**src/rtl/gray_to_rgb_stream.sv**
```systemverilog
// -----------------------------------------------------------------------------
// gray_to_rgb_stream
//
// Output-side counterpart of the grayscale converter. Accepts a stream of
// single-channel gray pixels and re-expands each one to a packed RGB pixel
// with R = G = B = gray. Both sides use a valid/ready handshake. A two-entry
// buffer (output register plus one skid register) keeps full throughput
// under backpressure while O_GRAY_READY stays a pure register output.
// Column/row counters describe the pixel currently presented on O_PIXEL and
// drive the start-of-frame, end-of-line and end-of-frame flags.
//
// Ports:
//   I_CLOCK          in   system clock, rising edge
//   I_RESET          in   asynchronous, active-high reset
//   I_GRAY           in   gray pixel data (P_GRAY_DEPTH)
//   I_GRAY_VALID     in   I_GRAY holds a valid pixel
//   O_GRAY_READY     out  block can accept a pixel this cycle (registered)
//   O_PIXEL          out  packed RGB {R,G,B}, R in MSBs (P_PIXEL_DEPTH)
//   O_PIXEL_VALID    out  O_PIXEL and flags are valid
//   I_PIXEL_READY    in   downstream accepts O_PIXEL this cycle
//   O_START_OF_FRAME out  current output pixel is column 0, row 0
//   O_END_OF_LINE    out  current output pixel is the last column
//   O_END_OF_FRAME   out  current output pixel is last column of last row
// -----------------------------------------------------------------------------
module gray_to_rgb_stream #(
  parameter int P_PIXEL_DEPTH  = 24,
  parameter int P_GRAY_DEPTH   = 8,
  parameter int P_IMAGE_WIDTH  = 640,
  parameter int P_IMAGE_HEIGHT = 480
) (
  input  logic                     I_CLOCK,
  input  logic                     I_RESET,
  input  logic [P_GRAY_DEPTH-1:0]  I_GRAY,
  input  logic                     I_GRAY_VALID,
  output logic                     O_GRAY_READY,
  output logic [P_PIXEL_DEPTH-1:0] O_PIXEL,
  output logic                     O_PIXEL_VALID,
  input  logic                     I_PIXEL_READY,
  output logic                     O_START_OF_FRAME,
  output logic                     O_END_OF_LINE,
  output logic                     O_END_OF_FRAME
);

  localparam int COL_W = (P_IMAGE_WIDTH  > 1) ? $clog2(P_IMAGE_WIDTH)  : 1;
  localparam int ROW_W = (P_IMAGE_HEIGHT > 1) ? $clog2(P_IMAGE_HEIGHT) : 1;

  localparam logic [COL_W-1:0] COL_LAST = COL_W'(P_IMAGE_WIDTH - 1);
  localparam logic [ROW_W-1:0] ROW_LAST = ROW_W'(P_IMAGE_HEIGHT - 1);

  // Occupancy of the two-entry buffer.
  typedef enum logic [1:0] {
    ST_EMPTY = 2'd0,  // nothing buffered
    ST_ONE   = 2'd1,  // output register holds a pixel
    ST_FULL  = 2'd2   // output and skid registers both hold pixels
  } state_t;

  state_t                  state_q;
  logic [P_GRAY_DEPTH-1:0] oreg_q;
  logic [P_GRAY_DEPTH-1:0] skid_q;
  logic                    ready_q;
  logic [COL_W-1:0]        col_q, col_d;
  logic [ROW_W-1:0]        row_q, row_d;

  logic valid;
  logic in_xfer;
  logic out_xfer;

  assign valid    = (state_q != ST_EMPTY);
  assign in_xfer  = I_GRAY_VALID && ready_q;
  assign out_xfer = valid && I_PIXEL_READY;

  // Position of the next output pixel. Counters only move when the pixel in
  // the output register is consumed, so they always describe O_PIXEL.
  always_comb begin
    // NOTE: every combinational output gets a default first so no path
    // leaves it unassigned, which would infer a latch.
    col_d = col_q;
    row_d = row_q;
    if (out_xfer) begin
      if (col_q == COL_LAST) begin
        col_d = '0;
        row_d = (row_q == ROW_LAST) ? '0 : row_q + 1'b1;
      end else begin
        col_d = col_q + 1'b1;
      end
    end
  end

  // Buffer state machine. Ready is computed from the next state so that it
  // is a clean register output with no combinational path from
  // I_PIXEL_READY. Ready is held low during reset and rises on the first
  // clock after release.
  always_ff @(posedge I_CLOCK or posedge I_RESET) begin
    if (I_RESET) begin
      // NOTE: the data registers are reset too, not just the control state,
      // because O_PIXEL must read zero while reset is asserted.
      state_q <= ST_EMPTY;
      oreg_q  <= '0;
      skid_q  <= '0;
      ready_q <= 1'b0;
      col_q   <= '0;
      row_q   <= '0;
    end else begin
      // NOTE: non-blocking assignments throughout so every register samples
      // the pre-edge values regardless of statement order.
      col_q <= col_d;
      row_q <= row_d;
      unique case (state_q)
        ST_EMPTY: begin
          ready_q <= 1'b1;
          if (in_xfer) begin
            oreg_q  <= I_GRAY;
            state_q <= ST_ONE;
          end
        end

        ST_ONE: begin
          ready_q <= 1'b1;
          if (in_xfer && !out_xfer) begin
            // Downstream stalled: park the new pixel in the skid register.
            skid_q  <= I_GRAY;
            state_q <= ST_FULL;
            ready_q <= 1'b0;
          end else if (in_xfer && out_xfer) begin
            oreg_q  <= I_GRAY;
          end else if (out_xfer) begin
            state_q <= ST_EMPTY;
          end
        end

        ST_FULL: begin
          // Ready is low here, so no input can arrive in this state.
          if (out_xfer) begin
            oreg_q  <= skid_q;
            state_q <= ST_ONE;
            ready_q <= 1'b1;
          end else begin
            ready_q <= 1'b0;
          end
        end

        default: begin
          state_q <= ST_EMPTY;
          ready_q <= 1'b1;
        end
      endcase
    end
  end

  // Pure replication: R = G = B = stored gray value.
  assign O_PIXEL       = {oreg_q, oreg_q, oreg_q};
  assign O_PIXEL_VALID = valid;
  assign O_GRAY_READY  = ready_q;

  assign O_START_OF_FRAME = valid && (col_q == '0) && (row_q == '0);
  assign O_END_OF_LINE    = valid && (col_q == COL_LAST);
  assign O_END_OF_FRAME   = O_END_OF_LINE && (row_q == ROW_LAST);

endmodule
```
**config.mk**
```make
export PLATFORM = sky130hd
export DESIGN_NAME = gray_to_rgb_stream
export DESIGN_NICKNAME = d
export VERILOG_FILES = /design/src/rtl/gray_to_rgb_stream.sv
export SDC_FILE = /design/constraint.sdc
export NUM_CORES = 1
export LEC_CHECK = 0
export ABC_AREA = 1
export CAP_MARGIN = 20
export CORE_MARGIN = 2
export CORE_UTILIZATION = 25
export CTS_CLUSTER_SIZE = 12
export DETAILED_ROUTE_END_ITERATION = 8
export HOLD_SLACK_MARGIN = 0.1
export PLACE_DENSITY = 0.53
export SYNTH_ARGS = -nofsm -noshare
export SYNTH_HDL_FRONTEND = slang
export SYNTH_SLANG_ARGS = --single-unit
```
**constraint.sdc**
```tcl
create_clock -name I_CLOCK -period 2.05 [get_ports I_CLOCK]
set_input_delay 0.205 -clock I_CLOCK [delete_from_list [all_inputs] [get_ports I_CLOCK]]
set_output_delay 0.205 -clock I_CLOCK [all_outputs]
set_load 0.02 [all_outputs]
```
== Yosys cells after proc, flatten, opt, wreduce, memory -nomap -nowiden ==
Cells that the tools add are included.
Cells by class
  add/subtract/negate cells: 2
  equality and inequality tests: 10
  mux-type cells: 16
  reductions and logical operators: 18
Operators with widths (count)
  two-way mux 8 bit: 4
  one-hot mux 8 bit (3 select lines): 1
  adder 10 x 1 -> 10 bit, second input constant: 1
  equality test 10 bit, second input constant: 1
  logical NOT 10 bit: 1
  two-way mux 10 bit: 1
  two-way mux 2 bit: 5
  adder 9 x 1 -> 9 bit, second input constant: 1
  equality test 9 bit, second input constant: 1
  logical NOT 9 bit: 1
  two-way mux 9 bit: 1
  logical AND 1 bit: 8
  != test 2 bit, second input constant: 4
  != test 3 bit, second input constant: 2
  one-hot mux 2 bit (3 select lines): 1
  AND reduction 5 bit: 1
  AND reduction 2 bit: 2
  AND reduction 4 bit: 1
  nonzero test 3 bit: 1
  equality test 2 x 1 -> 1 bit, second input constant: 1
  equality test 2 bit, second input constant: 1
  logical NOT 2 bit: 1
  two-way mux 1 bit: 2
  one-hot mux 1 bit (2 select lines): 1
  other kinds (2): 2
Word-level totals
  register bits: 38
  input bits: 12
  output and inout bits: 29

== Depth between registers and ports, before layout ==
Gate-level depths: netlist (run 1).
  depth in word-level cells: 6
  depth in mapped cells: 9
  gate-level depth less buffers: 8

== Worst setup path after synthesis (run 1) ==
Ideal clock, no wire load.
  path type: register to output
  from: register col_q[0]
  to: output O_END_OF_FRAME
  arrival: 1.389 ns
  required time: 1.845 ns
  setup slack: 0.456 ns
  cell stages (with the launch flop): 7
  buffers on the path: 0
  path through: dfrtp_1 > ha_1 > nand3_1 > nor2_4 > nand2_1 > nor2_2 > and2_1
Between the ends
  longest elaborated chain between the ends: 3
RTL lines
  start, declared: line 61  | logic [COL_W-1:0] col_q, col_d;
  start signal, assigned: line 106  | col_q <= col_d;
  equality test 10 bit: line 156  | assign O_END_OF_LINE = valid && (col_q == COL_LAST);
  logical AND 1 bit: line 156
  via O_END_OF_LINE: line 40  | output logic O_END_OF_LINE,
  logical AND 1 bit: line 157  | assign O_END_OF_FRAME = O_END_OF_LINE && (row_q == ROW_LAST);
  end, declared: line 41  | output logic O_END_OF_FRAME
The timed path passes the listed nets, and every way through them passes these cells.

== Worst setup path after layout (run 1) ==
  from: register state_q[0]
  to: output O_START_OF_FRAME
Between the ends
  longest elaborated chain between the ends: 3
RTL lines
  start, declared: line 57  | state_t state_q;
  start signal, assigned: line 97  | state_q <= ST_EMPTY;
  start signal, assigned: line 113  | state_q <= ST_ONE;
  start signal, assigned: line 122  | state_q <= ST_FULL;
  nonzero test 2 bit: line 68  | assign valid = (state_q != ST_EMPTY);
  logical AND 1 bit (2 in series): line 155  | assign O_START_OF_FRAME = valid && (col_q == '0) && (row_q == '0);
  end, declared: line 39  | output logic O_START_OF_FRAME,
No other way between the ends.

==> summary.md, run 1 <==
| Metric | Value |
|---|---|
| Status | complete, no violations |
| Post-DP HPWL | 3730 um |
| Initial Utilization | 25.4% |
| CTS Sinks | 38 |
| CP required | ~1.9 ns |
| Worst clock skew | between 0.01 and 0.015 ns |
| Synth area leaders | dfrtp_1 (41%), nand2_1 (15%), inv_1 (6.0%) |
| Area of the die | 9990 um^2 |
| Crit Path Class | flop to primary output |
| CTS tree | done |
| Overall via count from detail_route | about 1.9k |
| Final Hold Vio Count | 0 |
| Worst-Skew Late Latency | 0.29 ns |
| Vias in the first global route | 1805 |
| Fill count | 966 |
| Syn Area/Cell | 7.67 um^2 |
| DR pass1 iterations | 4 |
| Largest fanout on the critical path | 3 |
| Rel. slew slack | 65.6% |
| Total track usage | a little over a tenth |
| WL/cell | 11.0 um |
| EDFF count, synth | 0 |
| Synth Register Bits | 38 |
| Dominant cell type by area after synthesis | dfrtp_1 |
| Share of layout cells above drive strength 1 | 10.4% |
| DRC Markers | 0 |
| Final GP Congestion | 0.797 |
| Layout Nets | approximately 350 |
| Row cnt | 35 |
| Placed inst area | 2750 um^2 |
| Grt total ovfl | 0 |
| Reg-to-Reg End | oreg_q[5] |
| Remaining antenna violation count | 0 |
| Post-Route Utilization | 31.4% |
| Critical Path AT | 1.70 ns |
| Post-synthesis net count | 319 |
| Initial antenna violation count | 0 |
| Unrepaired setup endpoints after global routing | false |
| Final period demand of the worst path | around 1.9 ns |
| Top_reg_cell synth | dfrtp_1 |
| Mapped cell area | 2300 um^2 |
| Sequential-to-total area share from yosys stat | 41.3% |
| P per Cell Area | 1270 nW/um^2 |
| Die Span X | 100 um |
| Slew @ Worst Pin | 0.515 ns |
| IO Port Bufs | 40 |
| Routed vias/inst | 4.31 |
| Root buf cell | clkbuf_8 |
| Maximum vdd drop | approximately 0.36 mV |
| Antenna Cells | 0 |
| Finished Cell Area | approximately 2800 um^2 |
| Max Slew Vio Count | 0 |
| CP Capture Type | primary output |
| Post-synthesis async set-or-reset flop share | 100% |
| Global-route wire length before repair | 8490 um |
| Worst reg2reg path startpoint | state_q[0] |
| MaxCap Viol Count | 0 |
| Yosys cell types | 25 |
| Sequential standard cell area | 951 um^2 |
| Core area | 9060 um^2 |
| Largest net degree at the start of global routing | 39 |
| Setup-failing EPs final | 0 |
| Multi-input gate area | 1030 um^2 |
| Die height | 100 um |
| Commonest non-fill, non-tap cells in the layout | nand2_1 (90), dfrtp_1 (38), inv_1 (37), clkdlybuf4s50_1 (37), nand3_1 (27) |
| Startpoint Class | flop |
| Peak Freq | ~530 MHz |
| CTS clk-pin slew, worst paths | 0.08 ns |
| Most common cell after layout, fill and taps aside | nand2_1 |
| TNS Setup | 0 ns |
| Leak | between 0.001 and 0.0015 uW |
| Top-Level Pins | 41 |
| Yosys warns | 0 |
| Final Cycle Share | 92.7% |
| Iter 0 DRT Violations | 47 |
| Reg2reg setup slack | approximately 0.29 ns |
| Cells on worst reg2reg path | 9 |
| CTS Hold Buffers Added | 0 |
| Number of H-tree levels | 2 |
| Num CTS Buffers | 5 |
| Share of the synthesized area in the top cell type | approximately two fifths |
| Layout area overhead | 23.7% |
| Min-Delay Path Class | primary input to asynchronous set/reset pin |
| Mapped Cells | 300 |
| Routed Wire Length | 4920 um |
| Clock Path Buffers | 2 |
-- logic make-up after synthesis --
| logic type | after synthesis | share of synthesized area [%] |
|---|---|---|
| adders and majority gates | 7 | 3.80 |
| xor gates and xnor gates | 5 | 1.90 |
| and+or+nand+nor | 161 | 32.6 |
| buffers and inverters | 62 | 14.1 |
| DFF | 38 | 41.3 |
| AOI/OAI and AO/OA | 27 | 6.30 |
-- Yosys cell counts (3+ instances only) --
library cell and number:
nor2_1 19, nor3_1 4, nand4_1 8, buf_6 3, dfrtp_1 38, xor2_1 4
buf_4 18, o21ai_0 22, ha_1 7, nand3_1 27, inv_1 37, nor2_4 3
nand2_1 90
-- worst max-delay path: stages (launching register included) --
cell	delay [ns]
dfrtp_1	0.38
inv_1	0.07
ha_1	0.22
inv_2	0.09
nand4_1	0.09
nor3_1	0.12
and2_1	0.15
clkdlybuf4s15_1	0.30
-- how the worst max path moves through the flow --
stage	start	end	slack, ns	cells after the start
final	state_q[0]	O_START_OF_FRAME	0.15	7
after global routing	state_q[0]	O_START_OF_FRAME	0.01	7
after CTS	row_q[0]	O_END_OF_FRAME	0.03	7
after detailed placement	row_q[0]	O_END_OF_FRAME	0.08	7
after global placement	row_q[0]	O_END_OF_FRAME	0.10	7
after floorplan	col_q[0]	O_END_OF_FRAME	0.46	6
-- what timing repair did --
| action | in CTS | in global routing |
|---|---|---|
| endpoints found under the setup margin | 3 | 2 |
| endpoints found under the hold margin | 0 | 0 |
| resized for setup | 3 | 3 |
| setup buffers | 0 | 0 |
| pin swaps | 0 | 0 |
-- metal layers --
| metal | part of all wire [%] | vias up | GRT usage [%] |
|---|---|---|---|
| li1 | - | 1001 | - |
| met1 | 48 | 892 | 14.8 |
| met2 | 47 | 28 | 16.2 |
| met3 | 2.6 | 7 | 1.95 |
| met4 | 2.0 | 0 | 4.00 |
| met5 | 0 | - | 0 |
-- state kept, by name, summed over array words and instances, names as in the netlist --
signal / cells
col_q: 10
row_q: 9
oreg_q: 8
skid_q: 8
state_q: 2
O_GRAY_READY: 1
-- layout make-up --
type | instances | share of cell area (%)
timing repair buffer | 51 | 16.7
tap | 111 | 4.87
inverter | 39 | 5.14
multi-input combinational | 200 | 36.1
clock buffer | 5 | 2.42
clock inverter | 3 | 1.41
sequential | 38 | 33.4
-- power breakdown --
part | leakage [uW] | internal [uW] | switching, uW
Sequential | 0.000477 | 997 | 200
Clock | 0.0000579 | 359 | 281
Combinational | 0.000837 | 743 | 1030
Total | 0.00137 | 2100 | 1510
-- metrics by stage --
stage / total power, uW / hold slack (ns) / worst slack (ns) / cells
final: 3610 / 0.337 / 0.149 / 447
after global routing: 3910 / 0.382 / 0.0129 / 447
after CTS: 3660 / 0.355 / 0.0256 / 447
after detailed placement: 3000 / 0.474 / 0.0844 / 439
after global placement: 2980 / 0.467 / 0.105 / 439
after floorplan: 2490 / 0.361 / 0.456 / 300
Power figures use the tool's default switching activity.
==> run 2: changes to the inputs <==
--- a/config.mk
+++ b/config.mk
@@ -6,12 +6,12 @@
 export NUM_CORES = 1
 export LEC_CHECK = 0
 export ABC_AREA = 1
-export CAP_MARGIN = 20
 export CORE_MARGIN = 2
 export CORE_UTILIZATION = 25
 export CTS_CLUSTER_SIZE = 12
 export DETAILED_ROUTE_END_ITERATION = 8
 export HOLD_SLACK_MARGIN = 0.1
+export MAX_ROUTING_LAYER = met4
 export PLACE_DENSITY = 0.53
 export SYNTH_ARGS = -nofsm -noshare
 export SYNTH_HDL_FRONTEND = slang
==> run 2 against run 1 <==
Against the previous run: combinational power about the same; fmax up 0.22%; cell area unchanged; largest cell class unchanged; worst hold slack better by 0.0020 ns; sequential cell count unchanged; global-route usage up 0.30 points; clock skew down 0.00051 ns; die area unchanged.
==> summary.md, run 2 (synthesized netlist as in run 1, its figures left out) <==
| Metric | Value |
|---|---|
| DR pass1 iterations | 4 |
| CP Cell Sequence | inv_1, ha_1, inv_2, nand4_1, nor3_1, and2_1, clkdlybuf4s15_1 |
| Post-Place Cells | between 400 and 500 |
| Post-CTS setup buffers | 0 |
| Initial antenna violation count | 0 |
| Rel. slew slack | 65.2% |
| CP required | 1.85 ns |
| Resize count post-CTS | 3 |
| Final GP Congestion | between 0.8 and 0.9 |
| Layout area overhead | 23.7% |
| CTS Hold Buffers Added | 0 |
| Biggest register | col_q |
| Min-Delay Path Class | primary input to asynchronous set/reset pin |
| P per Cell Area | 1270 nW/um^2 |
| DRC Markers | 0 |
| Maximum vdd drop | 0.357 mV |
| CTS clk-pin slew, worst paths | 0.08 ns |
| Share of layout cells above drive strength 1 | 10.4% |
| Antenna Cells | 0 |
| Setup ws final | 0.154 ns |
| Initial Utilization | 25.4% |
| Slowest-stage cell, CP | dfrtp_1 |
| Row cnt | 35 |
| Number of H-tree levels | 2 |
| Remaining antenna violation count | 0 |
| Crit Path Class | flop to primary output |
| Top-Level Pins | 41 |
| CTS Sinks | 38 |
| Unrepaired setup endpoints after global routing | false |
| Setup Slack @ Placement | 0.0844 ns |
| Status | complete, no violations |
| Non-Filler Instances | 447 |
| Commonest non-fill, non-tap cells in the layout | nand2_1 (90), dfrtp_1 (38), inv_1 (37), clkdlybuf4s50_1 (37), nand3_1 (27) |
| Worst-Skew Late Latency | between 0.2 and 0.3 ns |
| Total track usage | 10.8% |
| Setup-failing EPs final | 0 |
| Top flop regs | col_q x10, row_q x9 |
| Routed vias/inst | roughly 4.3 |
| Area of the die | between 9000 and 10000 um^2 |
| Iter 0 DRT Violations | 52 |
| Core area | 9060 um^2 |
| WL/cell | around 11 um |
| TNS Setup | 0 ns |
| Final period demand of the worst path | 1.90 ns |
| Peak Freq | 527 MHz |
| Root buf cell | clkbuf_8 |
| Number of flip-flops under the largest register name | 10 |
| Largest net degree at the start of global routing | 39 |
| Largest fanout on the critical path | 3 |
| Final Hold Vio Count | 0 |
| CP Capture Type | primary output |
| Die height | 100 um |
| Final Cycle Share | 92.5% |
| IO Port Bufs | 40 |
| Tot Pwr | 3610 uW |
| Overall via count from detail_route | between 1.5k and 2k |
| Slew @ Worst Pin | 0.523 ns |
| Worst clock skew | ~0.011 ns |
| Die Span X | 100 um |
| Most common cell after layout, fill and taps aside | nand2_1 |
| Layout Nets | 354 |
| Leak | 0.00137 uW |
| Startpoint Class | flop |
| Worst stage delay on the critical path | 0.37 ns |
| Grt total ovfl | 0 |
| Clock Path Buffers | 2 |
| CTS tree | done |
| Vias in the first global route | 1808 |
| MaxCap Viol Count | 0 |
| Critical Path AT | 1.69 ns |
| Num CTS Buffers | 5 |
| Routed Wire Length | 4930 um |
| Global-route wire length before repair | 8470 um |
| Post-DP HPWL | approximately 3700 um |
| Max Slew Vio Count | 0 |
## run 2: cell counts in the layout (fill, tap and decap cells not counted)
Identical to the previous run, type by type.
## run 2: power by group
| part | total [uW] | switching, uW | internal (uW) |
|---|---|---|---|
| Combinational | 1770 | 1030 | 743 |
| Clock | 639 | 281 | 359 |
| Sequential | 1200 | 200 | 997 |
## run 2: area by class of cell
type	instances	area [um^2]
Clock buffer	5	68.8
Clock inverter	3	40.0
Fill cell	966	6220
Inverter	39	146
Multi-Input combinational cell	200	1030
Sequential cell	38	951
Tap cell	111	139
Timing Repair Buffer	51	477
## run 2: final timing paths
| path | from | cells past startpoint | slack (ns) | end |
|---|---|---|---|---|
| max | state_q[0] | 7 | 0.15 | O_START_OF_FRAME |
| min | I_RESET | 3 | 0.34 | O_GRAY_READY |
| max reg2reg | state_q[0] | 9 | 0.29 | oreg_q[5] |
| min reg2reg | skid_q[3] | 2 | 0.49 | skid_q[3] |
| max in group asynchronous | I_RESET | 3 | 1.35 | state_q[1] |
| min in group I_CLOCK | skid_q[3] | 2 | 0.49 | skid_q[3] |
## run 2: per-stage QoR
stage	hold WS, ns	cell area, um^2	util [%]
5_1_grt	0.382	2850	31.4
4_1_cts	0.355	2850	31.5
6_report	0.340	2850	31.4
3_5_place_dp	0.474	2750	30.3
3_3_place_gp	0.467	2750	30.3
2_1_floorplan	0.361	2300	-
## run 2: worst max-delay path, delay by kind of cell (launching register included)
| family | cells | cell delay [ns] |
|---|---|---|
| buffers and inverters | 3 | 0.46 |
| flip-flops | 1 | 0.37 |
| AND/OR/NAND/NOR | 3 | 0.36 |
| adder cells (fa/ha/maj) | 1 | 0.21 |
## run 2: routing by layer
layer / vias to the layer above / global-route usage, % / wire length [um] / part of all wire, %
li1: 1001 / - / - / -
met1: 887 / 14.8 / 2380 / 48
met2: 29 / 16.2 / 2310 / 47
met3: 7 / 1.95 / 140 / 2.8
met4: 0 / 4.00 / 99 / 2.0
met5: - / - / 0 / 0
==> run 3: changes to the inputs <==
--- a/config.mk
+++ b/config.mk
@@ -13,6 +13,7 @@
 export HOLD_SLACK_MARGIN = 0.1
 export MAX_ROUTING_LAYER = met4
 export PLACE_DENSITY = 0.53
+export SKIP_CTS_REPAIR_TIMING = 1
 export SYNTH_ARGS = -nofsm -noshare
 export SYNTH_HDL_FRONTEND = slang
 export SYNTH_SLANG_ARGS = --single-unit
==> run 3 against run 2 <==
Against the previous run: combinational power about the same; sequential cell count unchanged; clock power about the same; non-clock buffer count unchanged; worst setup slack better by 0.027 ns; critical path type unchanged.
==> summary.md, run 3 (synthesized netlist as in run 1, its figures left out) <==
| Metric | Value |
|---|---|
| Unrepaired setup endpoints after global routing | false |
| Antenna Cells | 0 |
| MaxCap Viol Count | 0 |
| CTS tree | done |
| Post-Route Utilization | 31.5% |
| Die height | 100 um |
| Layout area overhead | 24.0% |
| Root buf cell | clkbuf_8 |
| Tot Pwr | 3610 uW |
| Iter 0 DRT Violations | 52 |
| Overall via count from detail_route | 1934 |
| Initial antenna violation count | 0 |
| CP Capture Type | primary output |
| Setup-failing EPs final | 0 |
| Largest fanout on the critical path | 3 |
| Startpoint Class | flop |
| Num CTS Buffers | 5 |
| Most common cell after layout, fill and taps aside | nand2_1 |
| Critical Path AT | 1.66 ns |
| Maximum vdd drop | 0.357 mV |
| Number of flip-flops under the largest register name | 10 |
| Die Span X | 100 um |
| WL/cell | 11.0 um |
| Hold Slack | 0.338 ns |
| DRC Markers | 0 |
| Setup Slack @ Placement | 0.0844 ns |
| Initial Utilization | 25.4% |
| Worst stage delay on the critical path | ~0.63 ns |
| Global-route wire length before repair | about 8500 um |
| Final Hold Vio Count | 0 |
| P per Cell Area | 1260 nW/um^2 |
| Routed vias/inst | 4.33 |
| Slew @ Worst Pin | 0.521 ns |
| Core area | 9060 um^2 |
| Remaining antenna violation count | 0 |
| Peak Freq | 535 MHz |
| IO Port Bufs | 40 |
| Crit Path Class | flop to primary output |
| Leak | about 0.0014 uW |
| Commonest non-fill, non-tap cells in the layout | nand2_1 (90), dfrtp_1 (38), inv_1 (37), clkdlybuf4s50_1 (37), nand3_1 (27) |
| Final Cycle Share | 91.2% |
| Largest net degree at the start of global routing | 39 |
| Worst clock skew | 0.0107 ns |
| Post-DP HPWL | around 3700 um |
| Min-Delay Path Class | primary input to asynchronous set/reset pin |
| Vias in the first global route | about 1.8k |
| Number of H-tree levels | 2 |
| Top flop regs | col_q x10, row_q x9 |
| CTS Sinks | 38 |
| Area of the die | 9990 um^2 |
| Top-Level Pins | between 40 and 50 |
| Grt total ovfl | 0 |
| Final GP Congestion | just over 0.8 |
| CTS clk-pin slew, worst paths | 0.08 ns |
| Share of layout cells above drive strength 1 | a little over a tenth |
| CP Cell Sequence | inv_1, ha_1, inv_2, clkdlybuf4s50_1 |
| Setup ws final | 0.181 ns |
| Biggest register | col_q |
| Rel. slew slack | 65.2% |
| CP required | 1.85 ns |
| Status | complete, no violations |
| Worst-Skew Late Latency | 0.29 ns |
| DR pass1 iterations | 4 |
| Routed Wire Length | 4940 um |
| Row cnt | 35 |
| Clock Path Buffers | 2 |
| Total track usage | roughly 11% |
| Final period demand of the worst path | 1.87 ns |
| Layout Nets | around 350 |
| Max Slew Vio Count | 0 |
| Slowest-stage cell, CP | clkdlybuf4s50_1 |
-- run 3: cell count changes in the layout (fill, tap and decap cells not counted) --
cell / previous run / this run
dlymetal6s2s_1: 0 / 2
dlygate4sd2_1: 1 / 0
clkdlybuf4s15_1: 1 / 0
-- run 3: critical path: cells and delay by family (launching register included) --
kind	cells	cell delay, ns
fa+ha+maj	1	0.21
buf+inv	3	0.79
flops	1	0.37
-- run 3: layout make-up --
type | instances | area (um^2)
Tap cell | 111 | 139
Inverter | 39 | 146
Timing Repair Buffer | 51 | 483
Multi-Input combinational cell | 200 | 1030
Clock buffer | 5 | 68.8
Sequential cell | 38 | 951
Fill cell | 965 | 6210
Clock inverter | 3 | 40.0
-- run 3: per-layer routing --
metal,vias up,share of wire (%),track usage (%)
met5,-,0,-
met2,31,47,16.2
met4,0,2.0,4.00
met3,7,2.7,1.95
li1,1000,-,-
met1,896,48,14.7
-- run 3: report_power, final --
part / internal (uW) / switching [uW] / total, uW
registers: 997 / 199 / 1200
clock network: 359 / 280 / 639
logic: 743 / 1030 / 1770
total: 2100 / 1510 / 3610
-- run 3: final timing paths --
path                            start  cells past startpoint            end  slack [ns]
min                           I_RESET                      3   O_GRAY_READY        0.34
min in group I_CLOCK        skid_q[3]                      2      skid_q[3]        0.49
max                        state_q[0]                      4  O_PIXEL_VALID        0.18
min reg2reg                 skid_q[3]                      2      skid_q[3]        0.49
max reg2reg                state_q[0]                      9      oreg_q[5]        0.29
max in group asynchronous     I_RESET                      3     state_q[1]        1.35
-- run 3: metrics by stage --
step / cell area, um^2 / TNS [ns] / cells
final: 2860 / 0 / 447
after global routing: 2860 / 0 / 447
after CTS: 2860 / -0.535 / 447
after detailed placement: 2750 / 0 / 439
after global placement: 2750 / 0 / 439
after floorplan: 2300 / 0 / 300
==> RTL change, RTL diff (settings of run 3) <==
Set the parameter `P_IMAGE_HEIGHT` to 960 (it was 480).
--- a/src/rtl/gray_to_rgb_stream.sv
+++ b/src/rtl/gray_to_rgb_stream.sv
@@ -28,3 +28,3 @@
   parameter int P_IMAGE_WIDTH  = 640,
-  parameter int P_IMAGE_HEIGHT = 480
+  parameter int P_IMAGE_HEIGHT = 960
 ) (
Formal check against the unedited RTL: same outputs for any inputs over 10 cycles, from zero or initial values and one cycle with I_RESET high; that may be too few to reach the edited logic, so the function may still have changed.
==> RTL change against run 3 <==
Count of clock-buffer cells in the layout grew 2; sequential cell count grew 1; hold slack gained 0.015 ns; synthesized area grew 4.0%; final area grew 2.9%; power shrank 0.22%; routed wire length grew 2.7%; setup slack gained 0.011 ns; critical path type unchanged; critical endpoint is now O_END_OF_FRAME; highest routed layer unchanged.
==> RTL change: results (changes against run 3) <==
status -> complete, no violations (unchanged)
Syn Nets -> 324 (was 319)
flop-to-flop setup slack -> 0.34 ns (was 0.29 ns)
share of cells above drive strength 1 -> 12.9% (was 10.4%)
GR Util met2 -> 17.2% (was 16.2%)
Final #Nets -> 359 (was 354)
Hold WS -> 0.353 ns (was 0.338 ns)
Final Skew -> 0.0109 ns (was 0.0107 ns)
DP Wirelength -> 3780 µm (was 3730 µm)
RD Place Congestion -> 0.807 (was 0.809)
placed cells -> 461 (was 439)
Rel. slew slack -> 65.5% (was 65.2%)
Largest stage delay, worst path -> 0.40 ns (was 0.63 ns)
Overall Global Routing Usage -> 10.5% (was 10.8%)
setup ws final -> 0.192 ns (was 0.181 ns)
met3 wire length -> 300 µm (was 131 µm)
met2 WL -> 2370 µm (was 2330 µm)
top cells by count, synth -> nand2_1, dfrtp_1, inv_1 (unchanged)
Post-DP Area -> 2850 µm² (was 2750 µm²)
met3 Use GR -> 2.67% (was 1.95%)
Area contributors post-synth -> dfrtp_1, nand2_1, inv_1 (unchanged)
DP Worst Slack -> 0.0853 ns (was 0.0844 ns)
Largest regs -> col_q x10, row_q x10 (was col_q x10, row_q x9)
Compound-Gate Fraction of Synth Area -> 7.94% (was 6.30%)
Met1 Wirelength -> 2350 µm (was 2370 µm)
DRT iter0 DRCs -> 90 (was 52)
register area share after synthesis -> 40.8% (was 41.3%)
adder-cell area share of the yosys netlist -> 4.18% (was 3.80%)
-- RTL change: cell count changes after synthesis, moves of 3 or more --
cell / change
nand3_1: -9
o21ai_2: +6
nand4_1: -5
nand2_1: +4
nand2_2: +4
inv_1: -3
o21ai_0: -3
-- RTL change: power by group --
part | switching (µW) | internal, µW | total, µW
clock | 279 | 239 | 519
sequential | 212 | 1020 | 1230
combinational | 1050 | 800 | 1850
-- RTL change: area by class of cell --
type                    instances  area [µm²]
clock inverters                 1        5.00
inverters                      37         139
clock buffers                   7        76.3
fillers                      1009        6350
flip-flops and latches         39         976
repair buffers                 50         478
well taps                     129         161
multi-input cells             206        1100
-- RTL change: worst paths after layout --
check,from,end,cells past startpoint
setup / recovery,row_q[1],O_END_OF_FRAME,6
max in group asynchronous,I_RESET,row_q[4],3
setup reg to reg,state_q[0],col_q[4],9
hold / removal,I_RESET,skid_q[2],3
hold reg to reg,skid_q[6],skid_q[6],2
min in group I_CLOCK,skid_q[6],skid_q[6],2
